**src/rtl/rv_loader_pkg.sv**
```systemverilog
// rv_loader_pkg: shared states and constants for the instruction-memory loader.
// RV_IMEM_LOADER_CHECKSUM_EN adds the CSUM state.
package rv_loader_pkg;
  localparam int LDR_HDR_BYTES = 2;
  localparam int LDR_WORD_BYTES = 4;
  localparam logic [7:0] LDR_CSUM_INIT = 8'h00;
  typedef enum logic [2:0] {
    LDR_HDR_LO,
    LDR_HDR_HI,
    LDR_WORD,
    LDR_WRITE,
    LDR_DONE,
    LDR_ERR
`ifdef RV_IMEM_LOADER_CHECKSUM_EN
    , LDR_CSUM
`endif
  } loader_state_e;
endpackage

```
**src/rtl/rv_byte_packer.sv**
```systemverilog
// rv_byte_packer: byte index counter and little-endian 32-bit word assembly register.
module rv_byte_packer
  import rv_loader_pkg::*;
(
  input  logic        clk,
  input  logic        rst,
  input  logic        clr,
  input  logic        en,
  input  logic [7:0]  data,
  output logic [31:0] word,
  output logic        word_valid
);
  logic [1:0]  idx_q, idx_d;
  logic [31:0] word_q, word_d;
  always_comb begin
    idx_d = clr ? 2'd0 : idx_q + 2'(en);
    word_d = word_q;
    if (en) word_d[{idx_q, 3'b000} +: 8] = data;
    if (clr) word_d = '0;
  end
  assign word_valid = en & (idx_q == 2'(LDR_WORD_BYTES - 1));
  assign word = word_q;
  always_ff @(posedge clk) begin
    if (rst) begin
      idx_q <= '0;
      word_q <= '0;
    end else begin
      idx_q <= idx_d;
      word_q <= word_d;
    end
  end
endmodule

```
**src/rtl/rv_imem_loader.sv**
```systemverilog
// rv_imem_loader: boot loader streaming a counted byte image into instruction memory.
// RV_IMEM_LOADER_CHECKSUM_EN appends an XOR checksum byte to the image.
module rv_imem_loader
  import rv_loader_pkg::*;
#(
  parameter int DW = 64,
  parameter int IMEM_DEPTH = 256
) (
  input  logic          clk,
  input  logic          rst,
  input  logic          s_valid,
  input  logic [7:0]    s_data,
  output logic          s_ready,
  input  logic          load_req,
  output logic          imem_we,
  output logic [DW-1:0] imem_addr,
  output logic [31:0]   imem_wdata,
  output logic          cpu_rst_n,
  output logic          done,
  output logic          err
);
  localparam int CW = LDR_HDR_BYTES * 8;
  loader_state_e state_q, state_d;
  logic [CW-1:0] cnt_q, cnt_d, widx_q, widx_d, n_hdr;
  logic          xfer, word_valid;
  logic [31:0]   word;
`ifdef RV_IMEM_LOADER_CHECKSUM_EN
  localparam loader_state_e LDR_FIN = LDR_CSUM;
  logic [7:0] csum_q, csum_d;
  assign s_ready = state_q inside {LDR_HDR_LO, LDR_HDR_HI, LDR_WORD, LDR_CSUM};
  always_comb begin
    csum_d = (state_q inside {LDR_DONE, LDR_ERR} && load_req) ? LDR_CSUM_INIT :
             (state_q == LDR_WORD && xfer) ? csum_q ^ s_data : csum_q;
  end
  always_ff @(posedge clk) csum_q <= rst ? LDR_CSUM_INIT : csum_d;
`else
  localparam loader_state_e LDR_FIN = LDR_DONE;
  assign s_ready = state_q inside {LDR_HDR_LO, LDR_HDR_HI, LDR_WORD};
`endif
  assign xfer = s_valid & s_ready;
  assign n_hdr = {s_data, cnt_q[7:0]};
  rv_byte_packer u_packer (
    .clk        (clk),
    .rst        (rst),
    .clr        (state_q == LDR_HDR_HI),
    .en         (xfer && state_q == LDR_WORD),
    .data       (s_data),
    .word       (word),
    .word_valid (word_valid)
  );
  always_comb begin
    state_d = state_q;
    cnt_d = cnt_q;
    widx_d = widx_q;
    case (state_q)
      LDR_HDR_LO: if (xfer) begin
        cnt_d[7:0] = s_data;
        state_d = LDR_HDR_HI;
      end
      LDR_HDR_HI: if (xfer) begin
        cnt_d = n_hdr;
        widx_d = '0;
        state_d = n_hdr == '0 ? LDR_FIN : 32'(n_hdr) > 32'(IMEM_DEPTH) ? LDR_ERR : LDR_WORD;
      end
      LDR_WORD: if (word_valid) state_d = LDR_WRITE;
      LDR_WRITE: begin
        widx_d = widx_q + 1'b1;
        state_d = widx_d == cnt_q ? LDR_FIN : LDR_WORD;
      end
      LDR_DONE, LDR_ERR: if (load_req) state_d = LDR_HDR_LO;
`ifdef RV_IMEM_LOADER_CHECKSUM_EN
      LDR_CSUM: if (xfer) state_d = s_data == csum_q ? LDR_DONE : LDR_ERR;
`endif
      default: state_d = LDR_HDR_LO;
    endcase
  end
  always_ff @(posedge clk) begin
    if (rst) begin
      state_q <= LDR_HDR_LO;
      cnt_q <= '0;
      widx_q <= '0;
    end else begin
      state_q <= state_d;
      cnt_q <= cnt_d;
      widx_q <= widx_d;
    end
  end
  assign imem_we = state_q == LDR_WRITE;
  assign imem_addr = {{(DW - CW - 2){1'b0}}, widx_q, 2'b00};
  assign imem_wdata = word;
  assign cpu_rst_n = state_q == LDR_DONE;
  assign done = state_q == LDR_DONE;
  assign err = state_q == LDR_ERR;
endmodule

```
**config.mk**
```make
export PLATFORM = sky130hd
export DESIGN_NAME = rv_imem_loader
export DESIGN_NICKNAME = d
export VERILOG_FILES = /design/src/rtl/rv_loader_pkg.sv /design/src/rtl/rv_byte_packer.sv /design/src/rtl/rv_imem_loader.sv
export SDC_FILE = /design/constraint.sdc
export NUM_CORES = 1
export LEC_CHECK = 0
export ABC_AREA = 1
export CORE_MARGIN = 2
export CORE_UTILIZATION = 52
export CTS_CLUSTER_SIZE = 25
export DETAILED_ROUTE_END_ITERATION = 16
export PLACE_DENSITY = 0.95
export SYNTH_ARGS = -nofsm -noshare
export SYNTH_HDL_FRONTEND = slang
export SYNTH_SLANG_ARGS = --single-unit
export TNS_END_PERCENT = 20
```
**constraint.sdc**
```tcl
create_clock -name clk -period 3.2 [get_ports clk]
set_input_delay 0.64 -clock clk [delete_from_list [all_inputs] [get_ports clk]]
set_output_delay 0.64 -clock clk [all_outputs]
set_load 0.005 [all_outputs]
```
==> reports/qor.csv <==
stage;metric;value;unit
power;Power, Total;1.99;mW
floorplanning;Rows;31;
global_route;remaining global-route overflow;0;
final_layout;commonest non-fill, non-tap cell in the layout;nand2_1;
final_layout;n_diodes;0;
clock_network;CTS Hold Bufs;0;
global_route;largest net degree at the start of global routing;24;
place;placed inst area;0.00448;mm²
synthesis;Synth Flop Type;dfxtp_1;
worst_hold_path;Worst Hold Class;reg -> reg;
critical_path;RR Endpoint;u_packer.word[9]$_SDFFE_PP0P_;
global_route;vias in the first global route;3548;
clock_network;Worst-path clk slew;0.08;ns
critical_path;worst setup path end;u_packer.word[9]$_SDFFE_PP0P_;
synthesis;Post-synth EDFFs;0;
clock_network;# H-tree levels;3;
place;pre-CTS WS;0.630;ns
sta;Slew headroom;0.494;
critical_path;R2R Path Start;u_packer.idx_q[0]$_SDFF_PP0_;
synthesis;Yosys warnings;0;
sta;RSZ-0062 raised after global routing;false;
global_route;global-route wire length before repair;16500;µm
synthesis;Synth Instances;563;
sta;Setup TNS;0;ns
synthesis;Yosys cell types;37;
final_layout;most frequent cells in the layout;nand2_1, dfxtp_1, clkdlybuf4s50_1;
floorplanning;Core Footprint;0.00725;mm²
place;Post-DP HPWL;7450;µm
floorplanning;Die Y;90.7;µm
sta;Worst Clk Skew;0.0102;ns
sta;minimum clock period;2.47;ns
final_layout;FF/Latch Area;0.00138;mm²
clock_network;largest buffer count on any clock path;2;
drt;Routed WL;10200;µm
clock_network;CTS tree;built;
final_layout;share of post-route cells with drive strength above 1;0.0759;
synthesis;Yosys reg bits;69;
drt;DRT antenna net count;0;
sta;Slew Limit Fails;0;
final_layout;Area Growth Syn to Fin;21.0;%
critical_path;Req. time, crit path;3.48;ns
synthesis;Cell Area, Synth;0.00391;mm²
clock_network;postcts setup bufs;0;
clock_network;worst-skew pair later-pin latency;0.35;ns
global_route;GRT Overall Usage;0.247;
drt;Routed wire per std cell;13.9;µm
final_layout;post-layout util;0.653;
sta;Setup-failing EPs final;0;
synthesis;top cell type by total area after synthesis;dfxtp_1;
critical_path;CP Class;reg -> reg;
final_layout;area of the multi-input gates;0.00206;mm²
synthesis;Seq/Total Area, Yosys;0.353;
place;I/O Buffers;64;
critical_path;Worst Reg-to-Reg Cells;7;
power;Leak Pwr;1.91;nW
final_layout;Total Nets Final;646;
critical_path;CP startpoint kind;flop;
critical_path;FF-to-FF setup slack;0.73;ns
power;VDD IR max;256;µV
drt;vias per inst;5.26;
synthesis;ys async rst share;0;
sta;Hold Violations, Final;0;
synthesis;Area contributors post-synth;dfxtp_1, nand2_1, buf_4, a21oi_1, inv_1;
final_layout;design area;0.00473;mm²
clock_network;clock buffer count from CTS;9;
critical_path;crit path DAT;2.75;ns
drt;drt pass-1 iters;5;
worst_hold_path;min-delay src;u_packer.word[5]$_SDFFE_PP0P_;
clock_network;PostCTS Resize Cnt;0;
sta;worst slew pin tran;0.753;ns
global_route;initial antenna violation count;0;
sta;final worst slack;0.733;ns
clock_network;CTS root buffer;clkbuf_8;
synthesis;Mean Syn Cell Area;6.95;µm²
clock_network;CTS sink count;69;
drt;1st-iter DRT viols;251;
final_layout;Fillers;649;
sta;fin crit share;0.771;
critical_path;CP Launch Point;u_packer.idx_q[0]$_SDFF_PP0_;
synthesis;Yosys top cell area share;0.353;
drt;vias;3846;
drt;DRC errors left;0;
floorplanning;Die X;90.7;µm
floorplanning;Initial Util;0.539;
floorplanning;Die Area;0.00823;mm²
place;GP Congestion;1.07;
flow_run;max_cap viols;0;
outcome;status;completed;
sta;Peak Freq;405;MHz
power;PwrDens;420;mW/mm²
critical_path;CP Capture Type;flop;
critical_path;crit path max fanout;16;
floorplanning;Ports;113;
## logic make-up after synthesis
kind of cell | share of synthesized area
simple gates | 0.297
buf+inv | 0.168
compound gates | 0.144
flops | 0.353
fa+ha+maj | 0.0224
xor+xnor | 0.0150
other cells | 0.000958
## final cells by class
type,instances,share of cell area
clock buffer,11,0.0320
clock inverter,5,0.0225
inverter,57,0.0452
multi-input combinational,418,0.434
sequential,69,0.292
tap,99,0.0262
timing repair buffer,72,0.148
## per-layer routing
layer  wire [µm]  vias up  GRT usage
met3         812       28     0.0568
met1        4180     1756      0.293
li1            -     1869          -
met2        4930      193      0.430
met5           0        -          0
met4         249        0     0.0987
## state kept, by name, indices dropped and copies added, names as in the netlist
| signal | flops |
|---|---|
| cnt_q | 16 |
| state_q | 3 |
| u_packer.idx_q | 2 |
| u_packer.word | 32 |
| widx_q | 16 |
## worst min-delay path by stage
stage	to	slack, ns	cells after the start
6_report	u_packer.word[5]$_SDFFE_PP0P_	0.47	2
5_1_grt	u_packer.word[5]$_SDFFE_PP0P_	0.49	2
2_1_floorplan	cnt_q[12]$_SDFFE_PP0P_	0.44	2
3_3_place_gp	u_packer.word[15]$_SDFFE_PP0P_	0.46	2
3_5_place_dp	u_packer.word[5]$_SDFFE_PP0P_	0.45	2
4_1_cts	u_packer.word[5]$_SDFFE_PP0P_	0.47	2
## cell usage after synthesis, types with 2 or more instances
master,instances
a21oi_1,55
buf_1,2
buf_2,8
buf_4,49
clkbuf_1,7
dfxtp_1,69
ha_1,7
inv_1,53
inv_2,4
nand2_1,139
nand2_2,2
nand3_1,34
nand3b_1,5
nand4_1,13
nor2_1,33
nor2_2,6
nor2_4,4
nor3_1,8
o211a_1,7
o21ai_0,34
or3_1,4
or4_1,3
xor2_1,3
## where the power goes
part	internal [mW]	switching [mW]	total, mW
Sequential	0.880	0.0168	0.897
Combinational	0.0640	0.121	0.185
Clock	0.562	0.344	0.906
Total	1.51	0.482	1.99
## worst max-delay path, stage by stage, from the launching register on
cell and delay [ns]:
dfxtp_1 0.52, inv_1 0.29, ha_1 0.46, inv_1 0.11, nor2_1 0.36, inv_1 0.14, or3_1 0.38, a21oi_1 0.14
## metrics by stage
stage	cells	hold slack, ns
finish	731	0.466
CTS	731	0.467
detailed placement	715	0.455
global placement	715	0.457
floorplan	610	0.444
global route	731	0.488
Power figures use the tool's default switching activity.
